## src/rtl/router_pkg.sv

```systemverilog
// Shared definitions for the wormhole router stage.
//   FLIT_SIZE / ADDR_W : flit and node address widths
//   flit_type_e        : flit type field encoding
//   port_e             : output port indices (LOCAL..WEST)
//   TYPE_* / DEST_*    : head flit field positions
//   xy_route()         : dimension-ordered (X then Y) route for a destination
package router_pkg;
  localparam int FLIT_SIZE = 32;
  localparam int ADDR_W    = 4;

  localparam int TYPE_HI = 31;
  localparam int TYPE_LO = 30;
  localparam int DEST_HI = 29;
  localparam int DEST_LO = 26;

  typedef enum logic [1:0] {
    FT_HEAD     = 2'b00,
    FT_BODY     = 2'b01,
    FT_TAIL     = 2'b10,
    FT_HEADTAIL = 2'b11
  } flit_type_e;

  typedef enum logic [2:0] {
    PORT_LOCAL = 3'd0,
    PORT_NORTH = 3'd1,
    PORT_EAST  = 3'd2,
    PORT_SOUTH = 3'd3,
    PORT_WEST  = 3'd4
  } port_e;

  // X is resolved first, then Y; equal coordinates deliver locally.
  function automatic port_e xy_route(input logic [ADDR_W-1:0] dest,
                                     input logic [ADDR_W-1:0] cur);
    logic [ADDR_W/2-1:0] dx, dy, cx, cy;
    dx = dest[ADDR_W-1:ADDR_W/2];
    dy = dest[ADDR_W/2-1:0];
    cx = cur[ADDR_W-1:ADDR_W/2];
    cy = cur[ADDR_W/2-1:0];
    if (dx > cx)      xy_route = PORT_EAST;
    else if (dx < cx) xy_route = PORT_WEST;
    else if (dy > cy) xy_route = PORT_NORTH;
    else if (dy < cy) xy_route = PORT_SOUTH;
    else              xy_route = PORT_LOCAL;
  endfunction
endpackage

```

## src/rtl/router_fifo.sv

```systemverilog
// Synchronous FIFO with occupancy output.
//   clk, rst_n        : clock, async active-low reset
//   wr_en / wr_data   : write request; ignored when full
//   rd_en / rd_data   : pop request; rd_data is the current front (show-ahead)
//   count, full, empty: occupancy status, all from state before the edge
// DEPTH must be a power of two so pointers wrap naturally.
module router_fifo #(
  parameter int WIDTH = 32,
  parameter int DEPTH = 8,
  localparam int AW   = $clog2(DEPTH),
  localparam int CW   = $clog2(DEPTH) + 1
) (
  input  logic             clk,
  input  logic             rst_n,
  input  logic             wr_en,
  input  logic [WIDTH-1:0] wr_data,
  input  logic             rd_en,
  output logic [WIDTH-1:0] rd_data,
  output logic [CW-1:0]    count,
  output logic             full,
  output logic             empty
);
  logic [WIDTH-1:0] mem_q [DEPTH];
  logic [AW-1:0]    wr_ptr_q, wr_ptr_d, rd_ptr_q, rd_ptr_d;
  logic [CW-1:0]    cnt_q, cnt_d;
  logic             wr_ok, rd_ok;

  assign full    = (cnt_q == CW'(DEPTH));
  assign empty   = (cnt_q == '0);
  assign count   = cnt_q;
  assign rd_data = mem_q[rd_ptr_q];

  // Full is judged before the pop, so write+read while full drops the write.
  assign wr_ok = wr_en && !full;
  assign rd_ok = rd_en && !empty;

  always_comb begin
    wr_ptr_d = wr_ptr_q;
    rd_ptr_d = rd_ptr_q;
    cnt_d    = cnt_q;
    if (wr_ok) wr_ptr_d = wr_ptr_q + 1'b1;
    if (rd_ok) rd_ptr_d = rd_ptr_q + 1'b1;
    if (wr_ok && !rd_ok)      cnt_d = cnt_q + 1'b1;
    else if (!wr_ok && rd_ok) cnt_d = cnt_q - 1'b1;
  end

  always_ff @(posedge clk or negedge rst_n) begin
    if (!rst_n) begin
      wr_ptr_q <= '0;
      rd_ptr_q <= '0;
      cnt_q    <= '0;
    end else begin
      wr_ptr_q <= wr_ptr_d;
      rd_ptr_q <= rd_ptr_d;
      cnt_q    <= cnt_d;
    end
  end

  // Storage needs no reset; only pointers define validity.
  always_ff @(posedge clk) begin
    if (wr_ok) mem_q[wr_ptr_q] <= wr_data;
  end
endmodule

```

## src/rtl/noc_router.sv

```systemverilog
// Single-input, five-output wormhole router stage with XY routing.
//   clk, reset_n      : clock, async active-low reset
//   i_flit, i_transmit_req : upstream flit and its valid
//   i_port_addr       : this node's address (X high half, Y low half)
//   o_on_off          : upstream on/off flow control with hysteresis
//   o_flit, o_valid, o_port_sel : registered forwarded flit, one-hot port
//   i_down_on         : per-port downstream readiness
// Define ROUTER_STATS_EN to add o_flits_fwd / o_flits_drop saturating counters.
module noc_router
  import router_pkg::*;
#(
  parameter int FIFO_DEPTH = 8,
  parameter int OFF_THRESH = 6,
  parameter int ON_THRESH  = 4
) (
  input  logic                 clk,
  input  logic                 reset_n,
  input  logic [FLIT_SIZE-1:0] i_flit,
  input  logic [ADDR_W-1:0]    i_port_addr,
  input  logic                 i_transmit_req,
  output logic                 o_on_off,
  output logic [FLIT_SIZE-1:0] o_flit,
  output logic                 o_valid,
  output logic [4:0]           o_port_sel,
  input  logic [4:0]           i_down_on
`ifdef ROUTER_STATS_EN
  ,
  output logic [15:0]          o_flits_fwd,
  output logic [15:0]          o_flits_drop
`endif
);
  localparam int CW = $clog2(FIFO_DEPTH) + 1;
  localparam logic ST_IDLE = 1'b0;
  localparam logic ST_FWD  = 1'b1;

  logic [FLIT_SIZE-1:0] front;
  logic [CW-1:0]        count, occ_nxt;
  logic                 full, empty, push, pop, fwd, discard, drop_in;
  flit_type_e           front_type;
  port_e                route, port_q, port_d;
  logic                 state_q, state_d;
  logic                 on_off_q, on_off_d, valid_q, valid_d;
  logic [FLIT_SIZE-1:0] flit_q, flit_d;
  logic [4:0]           sel_q, sel_d;

  router_fifo #(.WIDTH(FLIT_SIZE), .DEPTH(FIFO_DEPTH)) u_fifo (
    .clk     (clk),
    .rst_n   (reset_n),
    .wr_en   (push),
    .wr_data (i_flit),
    .rd_en   (pop),
    .rd_data (front),
    .count   (count),
    .full    (full),
    .empty   (empty)
  );

  assign push       = i_transmit_req && !full;
  assign drop_in    = i_transmit_req && full;
  assign front_type = flit_type_e'(front[TYPE_HI:TYPE_LO]);

  always_comb begin
    route   = (state_q == ST_FWD) ? port_q
                                  : xy_route(front[DEST_HI:DEST_LO], i_port_addr);
    pop     = 1'b0;
    fwd     = 1'b0;
    discard = 1'b0;
    state_d = state_q;
    port_d  = port_q;
    if (!empty) begin
      if (state_q == ST_IDLE && (front_type == FT_BODY || front_type == FT_TAIL)) begin
        // Orphan body/tail outside a packet: drop without waiting on downstream.
        pop     = 1'b1;
        discard = 1'b1;
      end else if (i_down_on[route]) begin
        pop = 1'b1;
        fwd = 1'b1;
        if (state_q == ST_IDLE) begin
          port_d = route;
          if (front_type == FT_HEAD) state_d = ST_FWD;
        end else if (front_type == FT_TAIL) begin
          state_d = ST_IDLE;
        end
      end
    end
  end

  always_comb begin
    flit_d  = fwd ? front : flit_q;
    sel_d   = fwd ? (5'd1 << route) : sel_q;
    valid_d = fwd;
    // Hysteresis on the occupancy this edge will produce.
    occ_nxt  = count + CW'(push) - CW'(pop);
    on_off_d = on_off_q;
    if (occ_nxt >= CW'(OFF_THRESH))     on_off_d = 1'b0;
    else if (occ_nxt <= CW'(ON_THRESH)) on_off_d = 1'b1;
  end

  always_ff @(posedge clk or negedge reset_n) begin
    if (!reset_n) begin
      state_q  <= ST_IDLE;
      port_q   <= PORT_LOCAL;
      on_off_q <= 1'b1;
      valid_q  <= 1'b0;
      flit_q   <= '0;
      sel_q    <= '0;
    end else begin
      state_q  <= state_d;
      port_q   <= port_d;
      on_off_q <= on_off_d;
      valid_q  <= valid_d;
      flit_q   <= flit_d;
      sel_q    <= sel_d;
    end
  end

  assign o_on_off   = on_off_q;
  assign o_valid    = valid_q;
  assign o_flit     = flit_q;
  assign o_port_sel = sel_q;

`ifdef ROUTER_STATS_EN
  logic [15:0] fwd_cnt_q, fwd_cnt_d, drop_cnt_q, drop_cnt_d;
  logic [16:0] drop_sum;

  always_comb begin
    fwd_cnt_d = fwd_cnt_q;
    if (fwd && fwd_cnt_q != 16'hFFFF) fwd_cnt_d = fwd_cnt_q + 1'b1;
    // An input drop and an IDLE discard can land in the same cycle.
    drop_sum   = {1'b0, drop_cnt_q} + 17'(drop_in) + 17'(discard);
    drop_cnt_d = drop_sum[16] ? 16'hFFFF : drop_sum[15:0];
  end

  always_ff @(posedge clk or negedge reset_n) begin
    if (!reset_n) begin
      fwd_cnt_q  <= '0;
      drop_cnt_q <= '0;
    end else begin
      fwd_cnt_q  <= fwd_cnt_d;
      drop_cnt_q <= drop_cnt_d;
    end
  end

  assign o_flits_fwd  = fwd_cnt_q;
  assign o_flits_drop = drop_cnt_q;
`endif
endmodule

```

## config.mk

```make
export PLATFORM = sky130hd
export DESIGN_NAME = noc_router
export DESIGN_NICKNAME = d
export VERILOG_FILES = /design/src/rtl/router_pkg.sv /design/src/rtl/router_fifo.sv /design/src/rtl/noc_router.sv
export SDC_FILE = /design/constraint.sdc
export NUM_CORES = 1
export LEC_CHECK = 0
export ABC_AREA = 1
export CORE_MARGIN = 3
export CORE_UTILIZATION = 25
export DETAILED_ROUTE_END_ITERATION = 7
export PLACE_DENSITY = 0.49
export SETUP_SLACK_MARGIN = 0.05
export SLEW_MARGIN = 40
export SYNTH_ARGS = -nofsm -noshare
export SYNTH_HDL_FRONTEND = slang
export SYNTH_SLANG_ARGS = --single-unit
```

## constraint.sdc

```tcl
create_clock -name clk -period 6.6 [get_ports clk]
set_input_delay 0.99 -clock clk [delete_from_list [all_inputs] [get_ports clk]]
set_output_delay 0.99 -clock clk [all_outputs]
set_load 0.02 [all_outputs]
```

==> summary.txt <==
Logic synthesis
  – Mux cell area share after synthesis: 0
  – Main synth FF type: edfxtp_1
  – Synth area leaders: edfxtp_1, dfrtp_1, nand2_1, a21oi_1, a221oi_1
  – Post-Synth Adder-Cell Area: 0.01815
  – Top-area cell type share of the netlist area: 0.6126
  – Post-Synthesis Cell Area: between 10000 and 15000 um^2
  – Combinational family with the most area after synthesis: simple AND/OR/NAND/NOR gates
  – Post-synth EDFFs: 256
  – Commonest cells post-synth: nand2_1, edfxtp_1, a21oi_1
  – Avg Cell Area, Syn: 12.46 um^2
  – Sequential area share after synthesis: 0.7183
  – Area leader, netlist: edfxtp_1
  – Simple-Gate Fraction of Synth Area: 0.1236
  – Synth Area in XOR/XNOR: 0.004885
  – Post-synth ARST share: 0.1715
  – Synth warn: 0
  – Most common cell in the synthesized netlist: nand2_1
  – Seq cells post-synth: 309
  – Post-Syn Nets: 1068
  – Post-synthesis cell count: slightly above 1000
  – Synth unique cells: 37
  – Synth Area in Compound Gates: 0.1007

Timing
  – Final setup vio count: 0
  – TNS Setup: 0 ps
  – Tightest Pin Transition: 713.0 ps
  – Slew Limit Fails: 0
  – RSZ-0062 raised after global routing: false
  – Normalized max-slew margin: 0.5247
  – Fin crit share: 0.7822
  – Highest clock rate: about 0.19 GHz
  – Minimum clock period: 5163 ps
  – Hold Vio Cnt, Final: 0
  – Final Skew: 16.18 ps

Floorplan
  – Io pins: between 80 and 90
  – Die Wd: 230.1 um
  – Initial Utilization: 0.2548
  – Chip height: 230.1 um
  – Core area: 49250 um^2
  – Die ar.: 52920 um^2
  – Row cnt: just over 80

Clocking
  – Clock sink total: ~300
  – CTS tree: yes
  – CTS Hold Bufs: 0
  – Clk buf depth: 3
  – H-tree depth: 1
  – Clk slew on worst S/H paths: 60 ps
  – CTS root buf: clkbuf_16
  – CTS Buf Count: 31
  – Cts repair resizes: 0
  – Setup Fix Bufs, Post-CTS: 0
  – Latest clock arrival within the worst-skew pair: 580 ps

Min path
  – Hold Crit Class: in -> async

Drt
  – Final ANT Viol Nets: 0
  – Final wirelength: 31380 um
  – Residual DRC: 0
  – 1st-iter DRT viols: 613
  – Avg WL per Cell: 17.71 um
  – 1st-pass router iterations: 5
  – Routed via count: 7887
  – Via density: approximately 4.5

Global routing
  – GRT Resource Usage Total: 0.1168
  – First-pass GRT wire length: 48240 um
  – Total gr overflow: 0
  – Vias in the first global route: 7948
  – Initial antenna violation count: 2
  – Largest net degree at the start of global routing: 82

Final layout
  – Share of cells above drive strength 1: 0.1003
  – Fill count: 5043
  – Layout overhead on the synthesized area: 20.21%
  – Final Cell Area: 15090 um^2
  – Final #Nets: about 1100
  – Post-layout util: 0.3063

Job
  – Max Cap Viol: 0

Worst setup path
  – Crit end category: flop
  – Critical path class: reg -> reg
  – Crit-path max FO: 54
  – Worst path arrival time: 5620 ps
  – Critical Path Start Type: flop
  – WP data required: 7060 ps

Placement
  – Port bufs: 82
  – Final GP Congestion: 0.7924
  – DP Wirelength: 17520 um
  – Dpl cell area: 14120 um^2

Pwr
  – Leakage: between 5 and 6 nW
  – VDD IR max: 0.2993 mV
  – PwrDens: around 500 nW/um^2

Status
  – Outcome: finished, final reports clean
## area by class of cell
| cell class | count | area, um^2 | share of cell area |
|---|---|---|---|
| Antenna cell | 1 | 2.502 | 0.0001659 |
| Inverter | 37 | 145.1 | 0.009621 |
| Timing Repair Buffer | 99 | 959.7 | 0.06361 |
| Clock inverter | 9 | 83.83 | 0.005557 |
| Tap cell | 664 | 830.8 | 0.05507 |
| Clock buffer | 48 | 879.6 | 0.05831 |
| Sequential cell | 309 | 9020 | 0.5979 |
| Multi-Input combinational cell | 605 | 3164 | 0.2098 |
## worst paths after layout
path                               startpoint            endpoint  slack, ps  cells past startpoint
setup / recovery           u_fifo.rd_ptr_q[0]     u_fifo.count[3]       1440                     26
hold / removal                        reset_n  u_fifo.wr_ptr_q[1]        390                      2
setup reg to reg           u_fifo.rd_ptr_q[0]     u_fifo.count[3]       1440                     26
hold reg to reg                    o_flit[24]          o_flit[24]        480                      2
max in group asynchronous             reset_n  u_fifo.rd_ptr_q[0]       5680                      3
min in group clk                   o_flit[24]          o_flit[24]        480                      2
## metal layers
| layer | vias up | part of all wire | global-route usage |
|---|---|---|---|
| li1 | 3759 | - | - |
| met5 | - | 0 | 0 |
| met4 | 0 | 0.018 | 0.02592 |
| met1 | 3893 | 0.47 | 0.1644 |
| met2 | 190 | 0.46 | 0.1867 |
| met3 | 45 | 0.051 | 0.02317 |
## power breakdown
group          leakage (nW)  internal, mW  switching, mW  total, mW
logic                  2.01          1.04           2.03       3.06
registers              2.98          2.54          0.213       2.75
clock network         0.467         0.954          0.740       1.69
total                  5.46          4.53           2.98       7.51
## cells in the final DEF (no fill, tap or decap), types with 3 or more instances in the layout
master,count
xor2_1,4
clkinv_1,3
a21oi_1,109
nor2_1,46
nor2_4,9
or2_2,27
o21ai_1,9
edfxtp_1,256
buf_4,15
inv_1,32
o22ai_1,4
clkdlybuf4s50_1,81
clkbuf_16,31
dfrtp_1,50
a221oi_1,52
nand3_1,19
clkinv_2,4
xnor2_1,3
clkbuf_1,13
clkbuf_8,4
nand4_1,4
ha_1,15
nand2_1,260
o21ai_0,26
## metrics by stage
step	setup WS [ps]	hold slack [ps]	cells	power, mW
after floorplan	2598	442.2	1007	4.941
after global placement	1562	464.8	1713	5.876
after detailed placement	1393	464.6	1714	5.916
after CTS	1399	389.4	1771	7.631
after global routing	750.7	417.7	1771	8.086
final	1437	394.1	1772	7.508
## cell families (layout without fill, tap and decap cells)
logic type,after synthesis,count (layout)
buffers and inverters,93,193
DFF,309,309
other,0,1
and+or+nand+nor,373,373
xor gates and xnor gates,7,7
adders and majority gates,17,17
AOI/OAI and AO/OA,208,208
## sequential cells by signal (all words and copies together) (netlist names), named ones only
name / flops
u_fifo.mem_q: 256
o_flit: 32
o_port_sel: 5
u_fifo.count: 4
port_q: 3
u_fifo.rd_ptr_q: 3
u_fifo.wr_ptr_q: 3
o_on_off: 1
o_valid: 1
## critical path, stage by stage, from the launching register on
cell	delay, ps
dfrtp_4	810
clkinv_2	660
o21ai_0	360
o22ai_1	90
o21ai_0	290
ha_1	300
nand2_1	70
inv_1	40
nand2_1	50
nand2_1	70
a21oi_1	300
nand2_1	80
nor2_1	90
nor2_1	50
nand2_1	110
nand3_1	140
nand2_1	190
ha_1	210
inv_1	90
ha_1	330
nand2_1	80
nor2_1	40
a211oi_1	240
nand2_1	90
nand2_1	70
nor2_1	40
xor2_1	130
(Power assumes the default switching activity.)
